[src/rtl/enemy_pkg.sv]
// Shared types and constants for the enemy sprite motion blocks.
package enemy_pkg;

    typedef enum logic [1:0] {
        DIR_UP    = 2'd0,
        DIR_RIGHT = 2'd1,
        DIR_DOWN  = 2'd2,
        DIR_LEFT  = 2'd3
    } dir_t;

    // Hit-edge codes delivered by the bitmap stage; anything above CORNER is a corner.
    localparam logic [3:0] EDGE_BOTTOM = 4'd0;
    localparam logic [3:0] EDGE_LEFT   = 4'd1;
    localparam logic [3:0] EDGE_RIGHT  = 4'd2;
    localparam logic [3:0] EDGE_TOP    = 4'd3;
    localparam logic [3:0] EDGE_CORNER = 4'd4;

    typedef enum logic [1:0] {
        S_IDLE  = 2'd0,
        S_MOVE  = 2'd1,
        S_PAUSE = 2'd2
    } state_t;

    // Result of one clamped position step; clamped/edge_code feed the hit latch.
    typedef struct packed {
        logic [10:0] x;
        logic [10:0] y;
        logic        clamped;
        logic [3:0]  edge_code;
    } step_t;

    function automatic dir_t reverse_dir(input dir_t d);
        return dir_t'(d + 2'd2);
    endfunction

endpackage

[src/rtl/enemy_lfsr.sv]
// Free-running 8-bit Galois LFSR, polynomial x^8+x^6+x^5+x^4+1 (right-shift form).
module enemy_lfsr #(
    parameter logic [7:0] SEED = 8'hA5
) (
    input  logic       clk,
    input  logic       resetN,
    output logic [7:0] lfsr
);

    // Tap mask for the right-shifting form: bit (t-1) for each tap exponent t.
    localparam logic [7:0] TAPS = 8'hB8;

    // Advance one step every clock; a non-zero seed keeps it off the lock-up state.
    always_ff @(posedge clk or negedge resetN) begin
        if (!resetN) lfsr <= SEED;
        else         lfsr <= (lfsr >> 1) ^ (lfsr[0] ? TAPS : 8'h00);
    end

endmodule

[src/rtl/enemy_mover.sv]
// Per-frame motion controller for one enemy sprite: wander, wall bounce, pause.
module enemy_mover
    import enemy_pkg::*;
#(
    parameter int         INIT_X       = 288,
    parameter int         INIT_Y       = 208,
    parameter int         SPEED        = 1,
    parameter int         X_MIN        = 32,
    parameter int         X_MAX        = 576,
    parameter int         Y_MIN        = 32,
    parameter int         Y_MAX        = 416,
    parameter int         PAUSE_FRAMES = 8,
    parameter int         TURN_FRAMES  = 64,
    parameter logic [7:0] LFSR_SEED    = 8'hA5
) (
    input  logic        clk,
    input  logic        resetN,
    input  logic        startOfFrame,
    input  logic        enable,
    input  logic        collision,
    input  logic [3:0]  HitEdgeCode,
    output logic [10:0] topLeftX,
    output logic [10:0] topLeftY,
    output logic [1:0]  direction,
    output logic        moving
);

    localparam logic [10:0] SPD   = 11'(SPEED);
    localparam logic [10:0] XMIN  = 11'(X_MIN);
    localparam logic [10:0] XMAX  = 11'(X_MAX);
    localparam logic [10:0] YMIN  = 11'(Y_MIN);
    localparam logic [10:0] YMAX  = 11'(Y_MAX);
    localparam int          TW    = $clog2(TURN_FRAMES + 1);
    localparam int          PW    = $clog2(PAUSE_FRAMES + 1);
    localparam logic [TW-1:0] TURN_RELOAD  = TW'(TURN_FRAMES - 1);
    localparam logic [PW-1:0] PAUSE_RELOAD = PW'(PAUSE_FRAMES - 1);

    state_t        state;
    dir_t          dir;
    logic [10:0]   pos_x;
    logic [10:0]   pos_y;
    logic          hit_pending;
    logic [3:0]    hit_edge;
    logic [TW-1:0] turn_cnt;
    logic [PW-1:0] pause_cnt;
    logic [7:0]    lfsr;
    logic [5:0]    unused_lfsr_hi;

    logic          hit_now;
    logic [3:0]    edge_now;
    dir_t          wander_dir;
    dir_t          next_dir;
    dir_t          step_dir;
    step_t         stp;

    enemy_lfsr #(.SEED(LFSR_SEED)) u_lfsr (
        .clk    (clk),
        .resetN (resetN),
        .lfsr   (lfsr)
    );

    // Only the two low bits pick a heading.
    assign unused_lfsr_hi = lfsr[7:2];

    // Heading that points away from the edge that was struck.
    function automatic dir_t away_from(input logic [3:0] code, input dir_t cur);
        case (code)
            EDGE_TOP:    return DIR_DOWN;
            EDGE_BOTTOM: return DIR_UP;
            EDGE_LEFT:   return DIR_RIGHT;
            EDGE_RIGHT:  return DIR_LEFT;
            default:     return reverse_dir(cur);
        endcase
    endfunction

    // One SPEED step in heading d, saturated to the legal box; reports which wall bit.
    // Decreasing moves compare before subtracting so the unsigned value never wraps.
    function automatic step_t take_step(input logic [10:0] x, input logic [10:0] y,
                                        input dir_t d);
        step_t r;
        r.x         = x;
        r.y         = y;
        r.clamped   = 1'b0;
        r.edge_code = EDGE_CORNER;
        case (d)
            DIR_UP: begin
                if (y < YMIN + SPD) begin
                    r.y = YMIN; r.clamped = 1'b1; r.edge_code = EDGE_TOP;
                end else r.y = y - SPD;
            end
            DIR_RIGHT: begin
                if (({1'b0, x} + {1'b0, SPD}) > {1'b0, XMAX}) begin
                    r.x = XMAX; r.clamped = 1'b1; r.edge_code = EDGE_RIGHT;
                end else r.x = x + SPD;
            end
            DIR_DOWN: begin
                if (({1'b0, y} + {1'b0, SPD}) > {1'b0, YMAX}) begin
                    r.y = YMAX; r.clamped = 1'b1; r.edge_code = EDGE_BOTTOM;
                end else r.y = y + SPD;
            end
            default: begin
                if (x < XMIN + SPD) begin
                    r.x = XMIN; r.clamped = 1'b1; r.edge_code = EDGE_LEFT;
                end else r.x = x - SPD;
            end
        endcase
        return r;
    endfunction

    // Frame decision: a same-cycle collision counts when nothing is latched yet.
    always_comb begin
        hit_now    = hit_pending | collision;
        edge_now   = hit_pending ? hit_edge : HitEdgeCode;
        wander_dir = dir_t'(lfsr[1:0]);
        if (wander_dir == dir) wander_dir = dir_t'(dir + 2'd1);
        if (hit_now) begin
            next_dir = away_from(edge_now, dir);
            step_dir = reverse_dir(dir);
        end else begin
            next_dir = (turn_cnt == '0) ? wander_dir : dir;
            step_dir = next_dir;
        end
        stp = take_step(pos_x, pos_y, step_dir);
    end

    // Motion FSM plus hit latch; everything advances only on an enabled frame strobe.
    always_ff @(posedge clk or negedge resetN) begin
        if (!resetN) begin
            state       <= S_IDLE;
            dir         <= DIR_UP;
            moving      <= 1'b0;
            pos_x       <= 11'(INIT_X);
            pos_y       <= 11'(INIT_Y);
            hit_pending <= 1'b0;
            hit_edge    <= EDGE_BOTTOM;
            turn_cnt    <= TURN_RELOAD;
            pause_cnt   <= '0;
        end else if (startOfFrame && enable) begin
            hit_pending <= 1'b0;
            case (state)
                S_IDLE: begin
                    state    <= S_MOVE;
                    moving   <= 1'b1;
                    dir      <= dir_t'(lfsr[1:0]);
                    turn_cnt <= TURN_RELOAD;
                end
                S_MOVE: begin
                    pos_x <= stp.x;
                    pos_y <= stp.y;
                    dir   <= next_dir;
                    // A saturated step behaves like a wall hit seen next frame.
                    if (stp.clamped) begin
                        hit_pending <= 1'b1;
                        hit_edge    <= stp.edge_code;
                    end
                    if (hit_now) begin
                        state     <= S_PAUSE;
                        moving    <= 1'b0;
                        pause_cnt <= PAUSE_RELOAD;
                    end else if (turn_cnt == '0) begin
                        turn_cnt <= TURN_RELOAD;
                    end else begin
                        turn_cnt <= turn_cnt - 1'b1;
                    end
                end
                S_PAUSE: begin
                    if (pause_cnt == '0) begin
                        state    <= S_MOVE;
                        moving   <= 1'b1;
                        turn_cnt <= TURN_RELOAD;
                    end else begin
                        pause_cnt <= pause_cnt - 1'b1;
                    end
                end
                default: begin
                    state  <= S_IDLE;
                    moving <= 1'b0;
                end
            endcase
        end else if (collision && !hit_pending) begin
            hit_pending <= 1'b1;
            hit_edge    <= HitEdgeCode;
        end
    end

    assign topLeftX  = pos_x;
    assign topLeftY  = pos_y;
    assign direction = dir;

endmodule

[config.mk]
export PLATFORM = sky130hd
export DESIGN_NAME = enemy_mover
export DESIGN_NICKNAME = d
export VERILOG_FILES = /design/src/rtl/enemy_pkg.sv /design/src/rtl/enemy_lfsr.sv /design/src/rtl/enemy_mover.sv
export SDC_FILE = /design/constraint.sdc
export NUM_CORES = 1
export LEC_CHECK = 0
export CORE_MARGIN = 4
export CORE_UTILIZATION = 50
export DETAILED_ROUTE_END_ITERATION = 10
export PLACE_DENSITY = 0.71
export SLEW_MARGIN = 40
export SYNTH_ARGS = -nofsm -noshare
export SYNTH_HDL_FRONTEND = slang
export SYNTH_SLANG_ARGS = --single-unit
[constraint.sdc]
create_clock -name clk -period 5.8 [get_ports clk]
set_input_delay 1.16 -clock clk [delete_from_list [all_inputs] [get_ports clk]]
set_output_delay 1.16 -clock clk [all_outputs]
set_load 0.005 [all_outputs]
Word-level counts from Yosys, hierarchy flattened. Cells that the tools add are included.

Multiplexer cells: 40. Bitwise operators: 3. $add $sub $neg: 10. Order comparisons: 4. Equal/unequal tests: 14. Reductions and logical operators: 21.

Operator list (count): 11-bit 2-to-1 mux (4); 11-bit one-hot mux with 2 select lines (2); 4-bit 2-to-1 mux (7); 11-bit by 1-bit adder with 12-bit output (second input constant) (2); 11-bit by 1-bit adder with 11-bit output (second input constant) (2); 11-bit by 6-bit < comparator with 1-bit output (second input constant) (2); 11-bit by 1-bit subtractor with 11-bit output (second input constant) (2); 7-bit 2-to-1 mux (3); 7-bit one-hot mux with 3 select lines (1); 5-bit 2-to-1 mux (4); 5-bit one-hot mux with 3 select lines (1); 12-bit by 10-bit greater-than comparator with 1-bit output (second input constant) (1); 12-bit by 9-bit greater-than comparator with 1-bit output (second input constant) (1); 2-bit 2-to-1 mux (6); 3-bit AND reduction (4); 2-bit != test (second input constant) (5); 4-bit by 2-bit equality test with 1-bit output (second input constant) (2); 4-bit logical NOT (2); 8-bit 2-to-1 mux (1); 2-bit one-hot mux with 4 select lines (1); 4-bit one-hot mux with 2 select lines (1); 4-bit AND reduction (2); 2-bit nonzero test (4); 7-bit by 8-bit XOR with 8-bit output (1); 22 further kinds (31).

Word-level logic and storage cells: 102. Output and inout bits: 25. Bits of input ports: 9. Bits in registers: 51.

Depth between registers and ports, before layout. Gate-level depths: netlist (run 1).

Word-level depth: 9. Mapped depth: 12. Gate-level depth less buffers: 10.

Modules after synthesis. A second synthesis (run 1) with hierarchy kept.

Cell total of the unflattened synthesis: 459. Area, all modules: 3779.9 um^2.

Modules (own cells, without submodules): enemy_mover (times used 1, cells each 448, seq. area each 1064.8 um^2, area an instance 3548.4 um^2); enemy_lfsr (times used 1, cells each 11, seq. area each 205.2 um^2, area an instance 231.5 um^2).

Least setup slack after synthesis (run 1). OpenSTA, ideal clock, no wires.

Path kind: input to register. Start point: input collision. End point: register hit_edge[0]. Setup slack: 2.831 ns. Buffers on the path: 1. Required time: 5.675 ns. Stages on the path: 9. Setup time: 0.125 ns. Arrival time: 2.844 ns. Cells stage by stage: or2_0 buf_2 a41oi_1 nor3_1 a21oi_1 a21oi_1 a2111oi_4 o21ai_4 mux2_4.

Longest elaborated chain between the ends: 7. Elaborated cells on any way between the ends: 13. Classes of those cells: eq/ne (3); mux (5); bitwise (1); reduce/logical (4).

Ends and longest elaborated chain: start: declaration (line enemy_mover.sv:20) `input logic collision,`; 1-bit OR (line enemy_mover.sv:112) `hit_now = hit_pending | collision;`; 2-bit 2-to-1 mux (line enemy_mover.sv:116) `if (hit_now) begin`; 2-bit equality test (tied with other cells) (line enemy_mover.sv:85) `case (d)`; 5-bit one-hot mux with 3 select lines (line enemy_mover.sv:85); 4-bit 2-to-1 mux (line enemy_mover.sv:152) `if (stp.clamped) begin`; 4-bit 2-to-1 mux (line enemy_mover.sv:140) `case (state)`; 4-bit 2-to-1 mux (line enemy_mover.sv:138) `end else if (startOfFrame && enable) begin`; end signal: assignment (line enemy_mover.sv:154) `hit_edge <= stp.edge_code;`; end signal: assignment (line enemy_mover.sv:182) `hit_edge <= HitEdgeCode;`; end: declaration (line enemy_mover.sv:43) `logic [3:0] hit_edge;`.

Several ways; a longest one is shown, not always the timed one. The select of a mux whose other input is x is not followed. A chain may end at the register's enable or synchronous reset.

Final worst setup path (run 1).
Start point: input collision. End point: register hit_edge[2].

The elaborated chain is that of the path after synthesis.

==> flow_summary.toml, run 1 <==
[synthesis]
synth.top_cells.by_area = "dfrtp_1 24%, dfstp_2 11%, o21ai_0 6.3%"
synth-warning-count = 0
synth-seq-area-share_pct = 34.2
syn_nets = 457
synth_top_area_share_pct = 23.6
synth-async-reset-ratio_pct = 100
ys.flop_type = "dfrtp_1"
synth_area_per_cell_um2 = 8.41
netlist_area_mm2 = 0.00372
syn-instance-count = 442
yosys.area.top_type = "dfrtp_1"
synth_cell_type_count = 77
synth.ff_latch_count = 50
synth-edff-count = 0

[cells_and_area]
n_antenna_cell = 0
layout_common_cells = "47 x o21ai_0, 35 x dfrtp_1, 34 x nand2_1"
fill_cell_instance_count_of_the_final_layout = 681
post_layout_nonfiller_instances = 552
layout.cell_area.non_filler_mm2 = 0.00410
fin_util_pct = 56.5
area_growth_pct = 10.2
layout_commonest_cell = "o21ai_0"
fin_nets = 467
drive_above_1_share_pct = 11.7

[timing]
skew_ns = 0.0102
fin_setup_tns_ns = 0
grt_setup_unrepaired = "false"
worst_slew_pin_tran_ns = 0.802
worst_slack_ns = 2.12
maxSlewHeadroom_pct = 46.3
final_max_slew_viol_count = 0
post_route_clock_period_utilization_pct = 63.4
fmaxAchievable_mhz = 272
setup_viol = 0
timing.final.hold_violations = 0
final.min_clock_period_ns = 3.68

[global_routing]
grt_use_met2_pct = 30.9
via_count_of_the_first_global_routing_pass = 3056
grt_overflow = 0
grt_most_used_layer = "met1"
gr-usage-met1_pct = 31.2
use_met3_pct = 3.13
grt_antenna_before_repair = 0
grt_max_degree = 51
grt_pass1_wl_um = 15000
global_route.usage.total_pct = 20.7

[placed_design]
place_inst = 544
worst_slack_after_detailed_placement_ns = 1.86
numPortBuffers = 33
gp_routability_congestion = 0.880
half_perimeter_wire_length_after_detailed_placement_um = 6140
detailed_place.area_mm2 = 0.00398

[die]
core-area_mm2 = 0.00725
pin_count = 34
total_die_area_mm2 = 0.00888
initial_utilization_pct = 51.3
floorplan.rows = 31
floorplan.die.width_um = 94.2
die_h_um = 94.2

[worst_setup_path]
setup.worst_path.start_class = "input port"
crit_top_cell = "a21oi_1"
crit_arrival_ns = 3.87
timing.critical_path.cells = "clkdlybuf4s50_1 > or2_0 > a41oi_1 > nor3_1 > a21oi_1 > a21oi_1 > a2111oi_4 > o21ai_4 > mux2_4"
cpPeakStageDelay_ns = 0.49
worstSetupPathType = "in2reg"
crit_start = "collision"
critical_path.max_fanout = 10
critPathSlowestCell = "a21oi_1"
cp.required_ns = 6.00
timing.critical_path.max_delay_family = "compound AO/OA/AOI/OAI gates"
worst-path-buf-inv = 1
endpoint_kind = "flip-flop"
worst_r2r_startpoint = "turn_cnt[0]"

[detailed_routing]
drt_iter0_markers = 312
vias = 3468
drtPass1Iterations = 5
wire_length_reported_by_the_detailed_router_um = 9060
route.detailed.vias_per_inst = 6.28
drt.antenna.violating_nets = 0
detail_route.wl_per_cell_um = 16.4
number_of_drc_violations_after_detailed_routing = 0

[power]
vdd_drop_max_uv = 221
power.density_cell_area_mw_per_mm2 = 474
cellLeakagePower_nw = 1.58

[worst_hold_path]
holdCritStartpoint = "u_lfsr.lfsr[3]"
min_path_type = "reg2reg"

[clock_network]
tritoncts.num_buffers = 5
post_cts_resize_count = 0
cts_tree = "yes"
root_buffer = "clkbuf_8"
cts_max_path_buffers = 2
clkLatencyLatePin_ns = 0.31
cts_num_sinks = 50
cts_post_setup_buffers_inserted = 0
clk_slew_on_worst_s_h_paths_ns = 0.09
h-tree-depth = 2
post_cts_hold_buffer_count = 0

[run]
max_cap_violations = 0

[outcome]
run_status = "complete, no violations"
==> logic make-up after synthesis <==
group	after synthesis	share of synthesized area, %
AOI/OAI and AO/OA	162	28.8
and+or+nand+nor	145	21.1
buffers and inverters	58	8.08
DFF	50	34.2
xor gates and xnor gates	14	3.30
muxes	7	2.56
adders and majority gates	6	2.02
==> through the flow <==
stage               total power, mW  hold slack, ns
global route                   2.10           0.381
detailed placement             1.66           0.351
floorplan                      1.37           0.333
global placement               1.64           0.336
finish                         1.94           0.367
CTS                            1.92           0.373
==> final cells by class <==
type	instances	area, µm²	area share (%)
Clock buffer	7	86.3	2.11
Clock inverter	1	30.0	0.733
Inverter	26	97.6	2.38
Multi-Input combinational cell	334	2150	52.4
Sequential cell	50	1270	31.0
Tap cell	99	124	3.02
Timing Repair Buffer	35	340	8.31
==> routing by layer <==
metal | up-vias | routed length (µm)
li1 | 1635 | -
met1 | 1682 | 4350
met2 | 142 | 4030
met3 | 9 | 586
met4 | 0 | 93
met5 | - | 0
==> flip-flops by register name, summed over array words and instances, names as in the netlist <==
name / flops
topLeftX: 11
pause_cnt: 4
turn_cnt: 7
topLeftY: 11
hit_pending: 1
direction: 2
u_lfsr.lfsr: 8
state: 2
hit_edge: 4
==> power breakdown <==
group | internal, mW | switching [mW] | leakage (nW) | total [mW]
registers | 0.469 | 0.222 | 0.603 | 0.690
logic | 0.453 | 0.533 | 0.920 | 0.987
clock network | 0.141 | 0.122 | 0.0585 | 0.263
total | 1.06 | 0.877 | 1.58 | 1.94
==> cell usage after synthesis (3+ instances only) <==
master	instances
o211ai_1	5
dfrtp_1	35
ha_1	6
buf_2	9
a21oi_1	33
xnor2_1	9
buf_4	3
o22ai_1	11
nand4_1	6
and3_1	7
a21boi_0	4
xor2_1	5
nand3_1	15
a31oi_1	3
inv_1	25
a211oi_1	5
buf_6	6
nor2_1	28
a21o_1	6
dfstp_2	15
nand3b_1	4
and2_1	4
nand2_1	34
o21ai_0	47
or3_1	3
nor3_1	12
o21ai_1	4
o31ai_1	11
nand2b_1	6
a22oi_1	4
nor2b_1	3
clkbuf_1	12
mux2_4	4
==> worst register-to-register path: cells and delay by family (launching register included) <==
| family | cells | cell delay [ns] |
|---|---|---|
| compound gates | 6 | 1.61 |
| mux | 1 | 0.31 |
| fa+ha+maj | 1 | 0.17 |
| buf+inv | 1 | 0.05 |
| flops | 1 | 0.39 |
| simple gates | 1 | 0.56 |
==> worst paths after layout <==
check	cells past startpoint	end	slack [ns]
worst min-delay path	0	u_lfsr.lfsr[2]	0.37
max in group asynchronous	2	topLeftY[9]	4.42
worst max-delay path	9	hit_edge[2]	2.12
worst min register to register	0	u_lfsr.lfsr[2]	0.37
min in group asynchronous	2	pause_cnt[0]	0.95
worst max register to register	10	hit_edge[2]	2.60
No activity file was read; power rests on OpenSTA's default activity.
==> run 2: changes to the inputs <==
--- a/config.mk
+++ b/config.mk
@@ -8,7 +8,7 @@
 export CORE_MARGIN = 4
 export CORE_UTILIZATION = 50
 export DETAILED_ROUTE_END_ITERATION = 10
-export PLACE_DENSITY = 0.71
+export PLACE_DENSITY = 0.74
 export SLEW_MARGIN = 40
 export SYNTH_ARGS = -nofsm -noshare
 export SYNTH_HDL_FRONTEND = slang
==> constraint.sdc (replaced) <==
create_clock -name clk -period 2.95 [get_ports clk]
set_input_delay 0.59 -clock clk [delete_from_list [all_inputs] [get_ports clk]]
set_output_delay 0.59 -clock clk [all_outputs]
set_load 0.005 [all_outputs]
==> flow_summary.toml, run 2 (synthesized netlist as in run 1, its figures left out) <==
[outcome]
run_status = "complete, no violations"

[global_routing]
grt_overflow = 0
via_count_of_the_first_global_routing_pass = 3309
grt_max_degree = 46
global_route.usage.total_pct = 21.7
grt_pass1_wl_um = 15700
grt_antenna_before_repair = 0

[detailed_routing]
drt.antenna.violating_nets = 0
detail_route.wl_per_cell_um = 16.0
drtPass1Iterations = 5
wire_length_reported_by_the_detailed_router_um = 9350
vias = 3607
route.detailed.vias_per_inst = 6.17
drt_iter0_markers = 262
number_of_drc_violations_after_detailed_routing = 0

[power]
vdd_drop_max_uv = 376
power.density_cell_area_mw_per_mm2 = 906
cellLeakagePower_nw = 1.76
power.total_mw = 3.94

[die]
pin_count = 34
floorplan.rows = 31
initial_utilization_pct = 51.3
die_h_um = 94.2
core-area_mm2 = 0.00725
total_die_area_mm2 = 0.00888
floorplan.die.width_um = 94.2

[cells_and_area]
drive_above_1_share_pct = 18.1
fin_nets = 500
area.sequential_mm2 = 0.00127
layout_common_cells = "47 x o21ai_0, 35 x buf_4, 34 x nand2_1, 34 x dfrtp_1, 33 x a21oi_1"
multi_input_comb_area_mm2 = 0.00215
fill_cell_instance_count_of_the_final_layout = 653
post_layout_nonfiller_instances = 585
area_growth_pct = 17.0
n_antenna_cell = 0
layout_commonest_cell = "o21ai_0"
fin_util_pct = 60.0

[worst_setup_path]
timing.critical_path.cells = "ha_1 > nand3_4 > nor2_4 > nand4_1 > mux2i_2 > o21ai_4 > a2111oi_4 > o21ai_4 > mux2_4"
critical_path.max_fanout = 8
worstSetupPathType = "reg2reg"
cpPeakStageDelay_ns = 0.51
worst_r2r_startpoint = "topLeftX[0]"
reg2reg_to = "hit_edge[1]"
critPathSlowestCell = "dfrtp_1"
cp.required_ns = 3.15
timing.reg2reg.setup_slack_ns = 0.14
setup.worst_path.start_class = "flip-flop"
endpoint_kind = "flip-flop"
crit_top_cell = "o21ai_4"
crit_arrival_ns = 3.01
ff2ff_path_depth = 9

[timing]
maxSlewHeadroom_pct = 58.8
fmaxAchievable_mhz = 356
worst_slew_pin_tran_ns = 0.603
final.min_clock_period_ns = 2.81
post_route_clock_period_utilization_pct = 95.3
final_max_slew_viol_count = 0
setup_viol = 0
grt_setup_unrepaired = "false"
holdWs_ns = 0.259
timing.final.hold_violations = 0
skew_ns = 0.0144
worst_slack_ns = 0.139

[worst_hold_path]
min_path_type = "in2async"

[clock_network]
clkLatencyLatePin_ns = 0.32
tritoncts.num_buffers = 5
cts_max_path_buffers = 2
cts_num_sinks = 50
post_cts_hold_buffer_count = 0
root_buffer = "clkbuf_8"
clk_slew_on_worst_s_h_paths_ns = 0.10
cts_tree = "yes"
h-tree-depth = 2

[run]
max_cap_violations = 0

[placed_design]
place_inst = 576
numPortBuffers = 33
half_perimeter_wire_length_after_detailed_placement_um = 6680
worst_slack_after_detailed_placement_ns = -0.00770
gp_routability_congestion = 0.912
[run 2: how the worst max path moves through the flow]
stage / slack, ns / depth (start not counted) / endpoint / startpoint
2_1_floorplan: 0.38 / 9 / hit_edge[0] / topLeftX[5]
3_3_place_gp: 0.07 / 8 / hit_edge[2] / collision
3_5_place_dp: -0.008 / 8 / hit_edge[0] / collision
4_1_cts: 0.1 / 10 / hit_edge[0] / turn_cnt[0]
5_1_grt: 0.002 / 13 / topLeftY[6] / turn_cnt[0]
6_report: 0.14 / 9 / hit_edge[1] / topLeftX[0]
[run 2: final cells by class]
cell class	count	area share [%]
inverter	26	2.24
multi-input combinational	334	49.5
clock buffer	6	1.90
clock inverter	2	0.403
tap	99	2.85
timing repair buffer	68	13.9
sequential	50	29.2
[run 2: per-layer routing]
metal / share of wire (%) / track usage [%] / up-vias
met4: 2.5 / 7.82 / 0
met1: 45 / 31.1 / 1728
met3: 6.7 / 3.21 / 24
met5: 0 / 0 / -
li1: - / - / 1699
met2: 46 / 33.3 / 156
[run 2: metrics by stage]
step                      TNS (ns)  cell area, µm²
after floorplan                  0            3720
after CTS                        0            4320
after global placement           0            4220
after detailed placement  -0.00770            4220
final                            0            4350
after global routing             0            4350
[run 2: critical path: cells and delay by family, from the launching register on]
kind | cells | cell delay, ns
AO/OA/AOI/OAI | 3 | 0.71
adder cells (fa/ha/maj) | 1 | 0.37
flip-flops | 1 | 0.51
multiplexers | 2 | 0.66
AND/OR/NAND/NOR | 3 | 0.44
[run 2: where the power goes]
part,internal (mW),switching (mW),total (mW)
logic,1.05,1.20,2.25
registers,0.923,0.324,1.25
clock network,0.194,0.248,0.441
[run 2: timing repair]
item                                    4_1_cts  5_1_grt
gates resized for setup                       0        2
endpoints found under the setup margin        0       15
buffers inserted                              0        1
==> run 3: changes to the inputs <==
--- a/config.mk
+++ b/config.mk
@@ -8,7 +8,7 @@
 export CORE_MARGIN = 4
 export CORE_UTILIZATION = 50
 export DETAILED_ROUTE_END_ITERATION = 10
-export PLACE_DENSITY = 0.74
+export PLACE_DENSITY_LB_ADDON = 0.25
 export SLEW_MARGIN = 40
 export SYNTH_ARGS = -nofsm -noshare
 export SYNTH_HDL_FRONTEND = slang
==> flow_summary.toml, run 3 (synthesized netlist as in run 1, its figures left out) <==
[die]
pin_count = 34
total_die_area_mm2 = 0.00888
floorplan.die.width_um = 94.2
die_h_um = 94.2
initial_utilization_pct = 51.3
floorplan.rows = 31
core-area_mm2 = 0.00725

[detailed_routing]
route.detailed.vias_per_inst = 5.98
detail_route.wl_per_cell_um = 15.3
wire_length_reported_by_the_detailed_router_um = 9010
vias = 3518
drtPass1Iterations = 6
number_of_drc_violations_after_detailed_routing = 0
drt_iter0_markers = 227
drt.antenna.violating_nets = 0

[run]
max_cap_violations = 0

[global_routing]
grt_max_degree = 46
via_count_of_the_first_global_routing_pass = 3232
grt_pass1_wl_um = 15300
grt_antenna_before_repair = 0
global_route.usage.total_pct = 21.3
grt_overflow = 0

[cells_and_area]
layout_common_cells = "47 x o21ai_0, 39 x buf_4, 35 x dfrtp_1"
layout_commonest_cell = "o21ai_0"
drive_above_1_share_pct = 18.2
fin_nets = 503
n_antenna_cell = 0
post_layout_nonfiller_instances = 588
area_growth_pct = 17.5

[clock_network]
clkLatencyLatePin_ns = 0.31
cts_tree = "yes"
h-tree-depth = 2
root_buffer = "clkbuf_8"
tritoncts.num_buffers = 5
post_cts_hold_buffer_count = 0
clk_slew_on_worst_s_h_paths_ns = 0.10
cts_num_sinks = 50
cts_max_path_buffers = 2

[power]
vdd_drop_max_uv = 439
cellLeakagePower_nw = 1.77
power.density_cell_area_mw_per_mm2 = 907

[worst_setup_path]
crit_arrival_ns = 2.92
worstSetupPathType = "reg2reg"
setup.worst_path.start_class = "flip-flop"
worst_r2r_startpoint = "turn_cnt[0]"
timing.critical_path.to = "hit_edge[0]"
reg2reg_to = "hit_edge[0]"
critical_path.max_fanout = 10
timing.reg2reg.setup_slack_ns = 0.23
ff2ff_path_depth = 10
crit_start = "turn_cnt[0]"
endpoint_kind = "flip-flop"
cp.required_ns = 3.15

[placed_design]
worst_slack_after_detailed_placement_ns = -0.00741
half_perimeter_wire_length_after_detailed_placement_um = 6530
place_inst = 579
numPortBuffers = 33
gp_routability_congestion = 0.901

[timing]
setup_viol = 0
maxSlewHeadroom_pct = 54.1
final_max_slew_viol_count = 0
timing.final.hold_violations = 0
final.min_clock_period_ns = 2.72
skew_ns = 0.0117
post_route_clock_period_utilization_pct = 92.2
holdWs_ns = 0.262
fmaxAchievable_mhz = 368
worst_slew_pin_tran_ns = 0.683
grt_setup_unrepaired = "false"
worst_slack_ns = 0.231

[worst_hold_path]
min_path_type = "in2async"

[outcome]
run_status = "complete, no violations"
run 3: critical path: stages (launching register included):
cell and delay, ns:
dfstp_2 0.56, inv_1 0.04, ha_1 0.23, nor3b_4 0.20
and2_1 0.16, a31o_2 0.23, a32oi_1 0.20, nor2_1 0.15
a2111oi_4 0.39, o21ai_4 0.14, mux2_4 0.31
run 3: timing repair:
action / in CTS / in global routing
endpoints found under the setup margin: 0 / 14
resized for setup: 0 / 1
setup buffers: 0 / 1
endpoints found under the hold margin: 0 / 0
run 3: worst min path at each step:
stage | from | end | cells after the start
5_1_grt | resetN | pause_cnt[2] | 1
3_5_place_dp | u_lfsr.lfsr[3] | u_lfsr.lfsr[2] | 0
4_1_cts | resetN | pause_cnt[0] | 1
2_1_floorplan | resetN | direction[0] | 0
3_3_place_gp | u_lfsr.lfsr[3] | u_lfsr.lfsr[2] | 0
6_report | resetN | pause_cnt[0] | 1
run 3: final cells by class:
class / instances / area (µm²)
Clock inverter: 2 / 37.5
Clock buffer: 6 / 72.6
Timing Repair Buffer: 71 / 613
Inverter: 26 / 97.6
Multi-Input combinational cell: 334 / 2150
Sequential cell: 50 / 1270
Fill cell: 655 / 2890
Tap cell: 99 / 124
run 3: metal layers:
| layer | vias up | wire (µm) | GRT usage, % |
|---|---|---|---|
| met5 | - | 0 | 0 |
| met4 | 0 | 149 | 6.38 |
| met3 | 12 | 540 | 3.13 |
| met2 | 130 | 4200 | 33.5 |
| met1 | 1655 | 4120 | 30.1 |
| li1 | 1721 | - | - |
run 3: through the flow:
stage	instance area, µm²	TNS, ns	power (mW)	utilization [%]
after floorplan	3720	0	2.70	-
final	4370	0	3.96	60.2
after global routing	4370	0	4.31	60.2
after global placement	4240	0	3.42	58.5
after CTS	4350	0	3.97	60.0
after detailed placement	4240	-0.0127	3.46	58.5
run 3: where the power goes:
| part | leakage [nW] | internal [mW] | switching (mW) |
|---|---|---|---|
| clock network | 0.0514 | 0.253 | 0.227 |
| registers | 0.603 | 0.922 | 0.297 |
| logic | 1.12 | 1.06 | 1.20 |
| total | 1.77 | 2.24 | 1.73 |
